File: config.mk
export PLATFORM = sky130hd
export DESIGN_NAME = audio_sample_scheduler
export DESIGN_NICKNAME = d
export VERILOG_FILES = /design/src/rtl/audio_sample_scheduler.sv
export SDC_FILE = /design/constraint.sdc
export NUM_CORES = 1
export LEC_CHECK = 0
export CELL_PAD_IN_SITES_DETAIL_PLACEMENT = 0
export CELL_PAD_IN_SITES_GLOBAL_PLACEMENT = 2
export CORE_ASPECT_RATIO = 1.2
export CORE_UTILIZATION = 40
export DETAILED_ROUTE_END_ITERATION = 8
export GPL_TIMING_DRIVEN = 1
export HOLD_SLACK_MARGIN = 0.05
export PLACE_DENSITY = 0.65
export SYNTH_ARGS = -nofsm -noshare
export SYNTH_HDL_FRONTEND = slang
export SYNTH_SLANG_ARGS = --single-unit
export TNS_END_PERCENT = 20
File: constraint.sdc
create_clock -name clk -period 3.1 [get_ports clk]
set_input_delay 0.93 -clock clk [delete_from_list [all_inputs] [get_ports clk]]
set_output_delay 0.93 -clock clk [all_outputs]
set_load 0.03 [all_outputs]
File: src/rtl/audio_sample_scheduler.sv
// Buffers bursty receiver samples in a FIFO and releases one per fixed sample tick,
// sequenced by an IDLE/PREFILL/PLAY machine. Define SCHED_FLOW_CTRL_EN for hysteretic rts_n.
module audio_sample_scheduler #(
    parameter int CLK_PER_SAMPLE = 612,
    parameter int AW             = 6,
    parameter int PREFILL        = 32,
    parameter int HIGH_WATER     = 56,
    parameter int LOW_WATER      = 24
) (
    input  logic               clk,
    input  logic               rst,
    input  logic               enable,
    input  logic signed [15:0] in_sample,
    input  logic               in_valid,
    output logic signed [15:0] out_sample,
    output logic               out_strobe,
    output logic               playing,
    output logic [AW:0]        level,
    output logic               overflow,
    output logic [7:0]         underrun_cnt,
    output logic               rts_n
);

    localparam int            CW          = $clog2(CLK_PER_SAMPLE);
    localparam logic [CW-1:0] TICK_AT     = CW'(CLK_PER_SAMPLE - 1);
    localparam logic [AW:0]   PREFILL_LVL = (AW+1)'(PREFILL);

    if (CLK_PER_SAMPLE < 4 || PREFILL < 1 || PREFILL > (1 << AW) || LOW_WATER >= HIGH_WATER) begin : g_param_check
        $error("audio_sample_scheduler: illegal parameter combination");
    end

    typedef enum logic [1:0] {S_IDLE, S_PREFILL, S_PLAY} state_t;

    state_t             state;
    logic [CW-1:0]      cnt;
    logic [AW:0]        wr_ptr, rd_ptr;
    logic signed [15:0] mem [2**AW];

    logic        tick_p0, empty_p0, full_p0, pop_p0, push_p0, drop_p0;
    logic        underrun_p0, flush_p0;
    logic [AW:0] wr_nxt_p0, rd_nxt_p0;

    // Stage p0: tick, FIFO status and push/pop decisions for this cycle
    always_comb begin
        tick_p0     = (cnt == TICK_AT);
        empty_p0    = (wr_ptr == rd_ptr);
        full_p0     = (wr_ptr[AW] != rd_ptr[AW]) && (wr_ptr[AW-1:0] == rd_ptr[AW-1:0]);
        pop_p0      = tick_p0 && (state == S_PLAY) && !empty_p0;
        underrun_p0 = tick_p0 && (state == S_PLAY) && empty_p0;
        // A same-cycle pop frees the slot, so a push into a full FIFO is still accepted.
        push_p0     = in_valid && (state != S_IDLE) && (!full_p0 || pop_p0);
        drop_p0     = in_valid && (state != S_IDLE) && full_p0 && !pop_p0;
        flush_p0    = !enable || (state == S_IDLE);
        wr_nxt_p0   = wr_ptr + {{AW{1'b0}}, push_p0};
        rd_nxt_p0   = rd_ptr + {{AW{1'b0}}, pop_p0};
        if (flush_p0) begin
            wr_nxt_p0 = wr_ptr;
            rd_nxt_p0 = wr_ptr;
        end
    end

    always_ff @(posedge clk) begin
        if (push_p0) mem[wr_ptr[AW-1:0]] <= in_sample;
    end

    // Stage p1: registered pointers, level, output sample and control state
    always_ff @(posedge clk) begin
        if (rst) begin
            state        <= S_IDLE;
            cnt          <= '0;
            wr_ptr       <= '0;
            rd_ptr       <= '0;
            level        <= '0;
            out_sample   <= '0;
            out_strobe   <= 1'b0;
            playing      <= 1'b0;
            overflow     <= 1'b0;
            underrun_cnt <= '0;
            rts_n        <= 1'b0;
        end else begin
            cnt        <= tick_p0 ? '0 : cnt + 1'b1;
            wr_ptr     <= wr_nxt_p0;
            rd_ptr     <= rd_nxt_p0;
            level      <= wr_nxt_p0 - rd_nxt_p0;
            out_strobe <= tick_p0;
            if (tick_p0) out_sample <= pop_p0 ? mem[rd_ptr[AW-1:0]] : 16'sd0;
            if (drop_p0) overflow <= 1'b1;
            if (underrun_p0 && underrun_cnt != 8'hFF) underrun_cnt <= underrun_cnt + 8'd1;

            if (!enable) begin
                state   <= S_IDLE;
                playing <= 1'b0;
            end else begin
                case (state)
                    S_IDLE: begin
                        state   <= S_PREFILL;
                        playing <= 1'b0;
                    end
                    S_PREFILL: begin
                        if (level >= PREFILL_LVL) begin
                            state   <= S_PLAY;
                            playing <= 1'b1;
                        end
                    end
                    S_PLAY: begin
                        if (underrun_p0) begin
                            state   <= S_PREFILL;
                            playing <= 1'b0;
                        end
                    end
                    default: begin
                        state   <= S_IDLE;
                        playing <= 1'b0;
                    end
                endcase
            end

`ifdef SCHED_FLOW_CTRL_EN
            if (state == S_IDLE)
                rts_n <= 1'b0;
            else if (level >= (AW+1)'(HIGH_WATER))
                rts_n <= 1'b1;
            else if (level <= (AW+1)'(LOW_WATER))
                rts_n <= 1'b0;
`else
            rts_n <= 1'b0;
`endif
        end
    end

endmodule

==> metrics.log <==
[metrics] status: finished, violations left
[metrics] failing checks: setup timing
[metrics] summed instance area of the synthesized netlist: 41650 um2
[metrics] Post-Synth Simple-Gate Area: 0.03464
[metrics] drt drc: 0
[metrics] crit path cell chain: ha_4 > or3b_4 > nor4_4 > nor4_2 > nor2_1 > buf_4 > ha_4 > nand2_4 > xor2_4 > fa_2 > inv_2 > a21oi_2 > a21oi_2 > a31oi_2 > o2bb2ai_2 > mux2_4
[metrics] pins over their slew limit: 0
[metrics] count of mapped cells out of synthesis: between 2000 and 2500
[metrics] number of buffers inserted during clock tree synthesis: 105
[metrics] fraction of final layout cells with drive strength greater than 1: 0.2950
[metrics] worst vdd rail ir drop: 0.0003849 V
[metrics] DP Wirelength: 65.90 mm
[metrics] Final Hold Vio Count: 0
[metrics] First DRT Iteration DRCs: 1968
[metrics] PortBufs: 53
[metrics] setup repair after global routing missed its margin: yes
[metrics] overall die width: 296.6 um
[metrics] timing startpoint of the critical path: cnt[1]
[metrics] maximum number of buffers from clock root to sink: 3
[metrics] critical register-to-register path endpoint: level[6]
[metrics] Total GRT Usage: 0.2061
[metrics] leftover overflow at the end of global routing: 0
[metrics] main combinational cell family by area after synthesis: multiplexers
[metrics] transition time of the tightest slew-check pin: 0.8877 ns
[metrics] most used flip-flop cell after synthesis: edfxtp_1
[metrics] average cell area after synthesis: just over 20 um2
[metrics] number of setup violations in the final report: 3
[metrics] total iterations of the first detailed-routing run: 5
[metrics] Reg clk slew, reported paths: 0.06 ns
[metrics] Critical Path Sink Type: register
[metrics] Post-synth EDFFs: 1024
[metrics] post-layout worst setup margin: -0.2056 ns
[metrics] net total in the final layout: roughly 2400
[metrics] number of global-route vias before repair: 22434
[metrics] worst clock skew: between 0.02 and 0.025 ns
[metrics] wire length of the first global-routing pass: roughly 150 mm
[metrics] worst reg-to-reg setup slack: -0.21 ns
[metrics] Max H-tree Level: 3
[metrics] ports placed on the boundary: 55
[metrics] TritonCTS clock tree: yes
[metrics] average wire length per cell after detail routing: 28.03 um
[metrics] worst slack after detailed placement: -0.6316 ns
[metrics] CP endpoint: level[6]
[metrics] fill cell count: 8464
[metrics] slowest cell on the critical path: or3b_4
[metrics] final routed wirelength across all metal layers: 107.8 mm
[metrics] vertical die dimension: 355.5 um
[metrics] vias: 21323
[metrics] Clk Latency, worst-skew pair: between 0.6 and 0.7 ns
[metrics] die footprint: 105400 um2
[metrics] growth of design area from synthesis to finish: 19.91%
[metrics] Worst Hold Class: reg -> reg
[metrics] antenna-violating nets left: 0
[metrics] Post-Synthesis Net Count: 2100
[metrics] worst reg2reg path startpoint: cnt[1]
[metrics] unique cell type count in the Yosys netlist: 55
[metrics] synthesized-area fraction occupied by adder cells: 0.004086
[metrics] critical path's largest stage delay: 0.39 ns
[metrics] cells on worst reg2reg path: 16
[metrics] CTS sink count: 1083
[metrics] initial core utilization: 0.4038
[metrics] placer congestion estimate: around 0.82
[metrics] WP data arrival: 3.87 ns
[metrics] standard-cell row count: 129
[metrics] worst setup path class: reg -> reg
[metrics] data required time at the worst endpoint: 3.66 ns
[metrics] worst hold slack: 0.4467 ns
[metrics] Clk Tree Root Cell: clkbuf_16
[metrics] Max Cap Viol: 0
[metrics] antenna violations before repair: 3
[metrics] final worst path period share: 1.066
[metrics] core area: just over 100000 um2
[metrics] fraction of the mapped netlist area in compound gates: 0.03713
[metrics] proportion of register bits with asynchronous set or reset after synthesis: 0
[metrics] highest clock rate: 302.5 MHz
[metrics] final worst path period need: 3.306 ns
[metrics] pin count of the biggest net entering global routing: between 100 and 150
[metrics] fraction of synthesized area in multiplexers: 0.1380
[metrics] number of vias per cell: 5.544
[metrics] number of antenna cells inserted: 0
[metrics] worst max-slew margin expressed relative to the limit: 0.4060
[metrics] Synth warnings: 0
[metrics] number of storage elements in the synthesis netlist: 1083
[metrics] Pwr per Cell Area: 578.1 nW/um2
[metrics] share of the yosys chip area belonging to registers: 0.7667
[metrics] Post-Synth XOR/XNOR Area: 0.007691
[metrics] maximum net fanout on the critical path: 3
[metrics] element type at the critical path start: register
[metrics] Pleak: roughly 15 nW
timing repair:
action | CTS | global route
gates resized for setup | 23 | 31
hold buffers | 0 | 0
cloned | 0 | 3
endpoints found under the hold margin | 0 | 0
setup endpoints to repair | 14 | 97
buffers inserted | 11 | 6
pin swaps | 13 | 20
synthesized netlist by cell type (2+ instances only):
library cell  number  share of area
and3_1             4        0.00060
clkbuf_1          67         0.0060
nor4_2             2        0.00060
buf_2             21         0.0025
nor4_4             2         0.0010
a31oi_1            2        0.00030
a21oi_1           14         0.0017
dfxtp_1           59          0.028
and2_1             4        0.00060
xor2_1            12         0.0025
nor3_2             3        0.00072
edfxtp_1        1024           0.74
or4_1              2        0.00036
a32oi_1           15         0.0032
nand2_1           82         0.0074
buf_1             21         0.0019
nor4_1             4        0.00060
mux2i_1           33         0.0079
o21ai_0           31         0.0037
nor2_1           138          0.012
nand4_1            3        0.00045
o21ai_1           22         0.0026
nand2b_1          16         0.0024
inv_1             10        0.00090
o32a_1            15         0.0036
o22ai_1           57         0.0086
buf_4              2        0.00036
xnor2_1           22         0.0046
or2_2              2        0.00030
ha_1              12         0.0036
or3b_2             2        0.00042
a22oi_1           65          0.012
nand3b_1           3        0.00054
nor2b_1           11         0.0017
nor3b_1            3        0.00054
or3_1              2        0.00030
mux4_2           240           0.13
nand3_1           18         0.0022
o21a_1             2        0.00036
nor3_1             5        0.00060
state kept, by name, summed over array words and instances, names as in the netlist, named ones only:
signal	flops
overflow	1
playing	1
rd_ptr	7
level	7
cnt	10
mem	1024
out_strobe	1
out_sample	16
wr_ptr	6
underrun_cnt	8
state	1
cells in the final DEF (no fill, tap or decap), types with 34 or more instances in the layout:
cell / instances
dfxtp_1: 54
nand2_1: 81
clkinv_1: 34
o22ai_1: 57
buf_4: 192
mux4_2: 240
buf_12: 67
clkbuf_16: 108
a22oi_1: 65
clkdlybuf4s50_1: 37
edfxtp_1: 1024
nor2_1: 136
how the worst min path moves through the flow:
stage / endpoint / cells past startpoint / slack [ns] / start
final: out_sample[8] / 2 / 0.45 / out_sample[8]
after global routing: out_sample[14] / 2 / 0.47 / out_sample[14]
after CTS: out_sample[8] / 2 / 0.45 / out_sample[8]
after detailed placement: out_sample[8] / 2 / 0.44 / out_sample[8]
after global placement: out_sample[3] / 2 / 0.44 / out_sample[3]
after floorplan: cnt[0] / 1 / 0.44 / cnt[0]
per-stage QoR:
step           instances  power [mW]    util  setup TNS, ns  instance area, um2
2_1_floorplan       2067       16.42       -        -0.1053               41690
3_3_place_gp        3633       16.76  0.4477         -3.154               46170
3_5_place_dp        3633       16.78  0.4477         -3.085               46170
4_1_cts             3837       29.13  0.4815         -2.189               49660
5_1_grt             3846       29.69  0.4842        -0.8626               49940
6_report            3846       28.87  0.4842        -0.3828               49940
cell type report:
class	instances	area (um2)	area share
tap	1375	1720	0.03445
inverter	10	37.54	0.0007516
multi-input combinational	863	9517	0.1906
sequential	1083	31940	0.6397
timing repair buffer	321	3408	0.06825
clock inverter	73	624.3	0.01250
clock buffer	121	2688	0.05382
routing by layer:
metal	up-vias	wire length, um	global-route usage	part of all wire
met4	0	2775	0.06753	0.026
met2	619	54810	0.3485	0.51
li1	9171	-	-	-
met3	123	6023	0.02982	0.056
met1	11410	44220	0.2736	0.41
met5	-	0	0	0
worst max-delay path, delay by kind of cell (launching register included):
kind | cells | cell delay [ns]
AOI/OAI and AO/OA | 4 | 0.62
xor gates and xnor gates | 1 | 0.24
adders and majority gates | 3 | 0.51
buffers and inverters | 2 | 0.19
DFF | 1 | 0.35
muxes | 1 | 0.31
and+or+nand+nor | 5 | 0.97
power by group:
part	switching, mW	internal (mW)	total [mW]
Combinational	0.356	0.120	0.476
Clock	5.43	6.96	12.4
Sequential	0.00521	16.0	16.0
cells by family after synthesis:
logic type	after synthesis
compound gates	230
simple gates	310
buf+inv	121
fa+ha+maj	13
xor+xnor	35
mux	274
flops	1083
other cells	1
No activity file was read; power rests on OpenSTA's default activity.
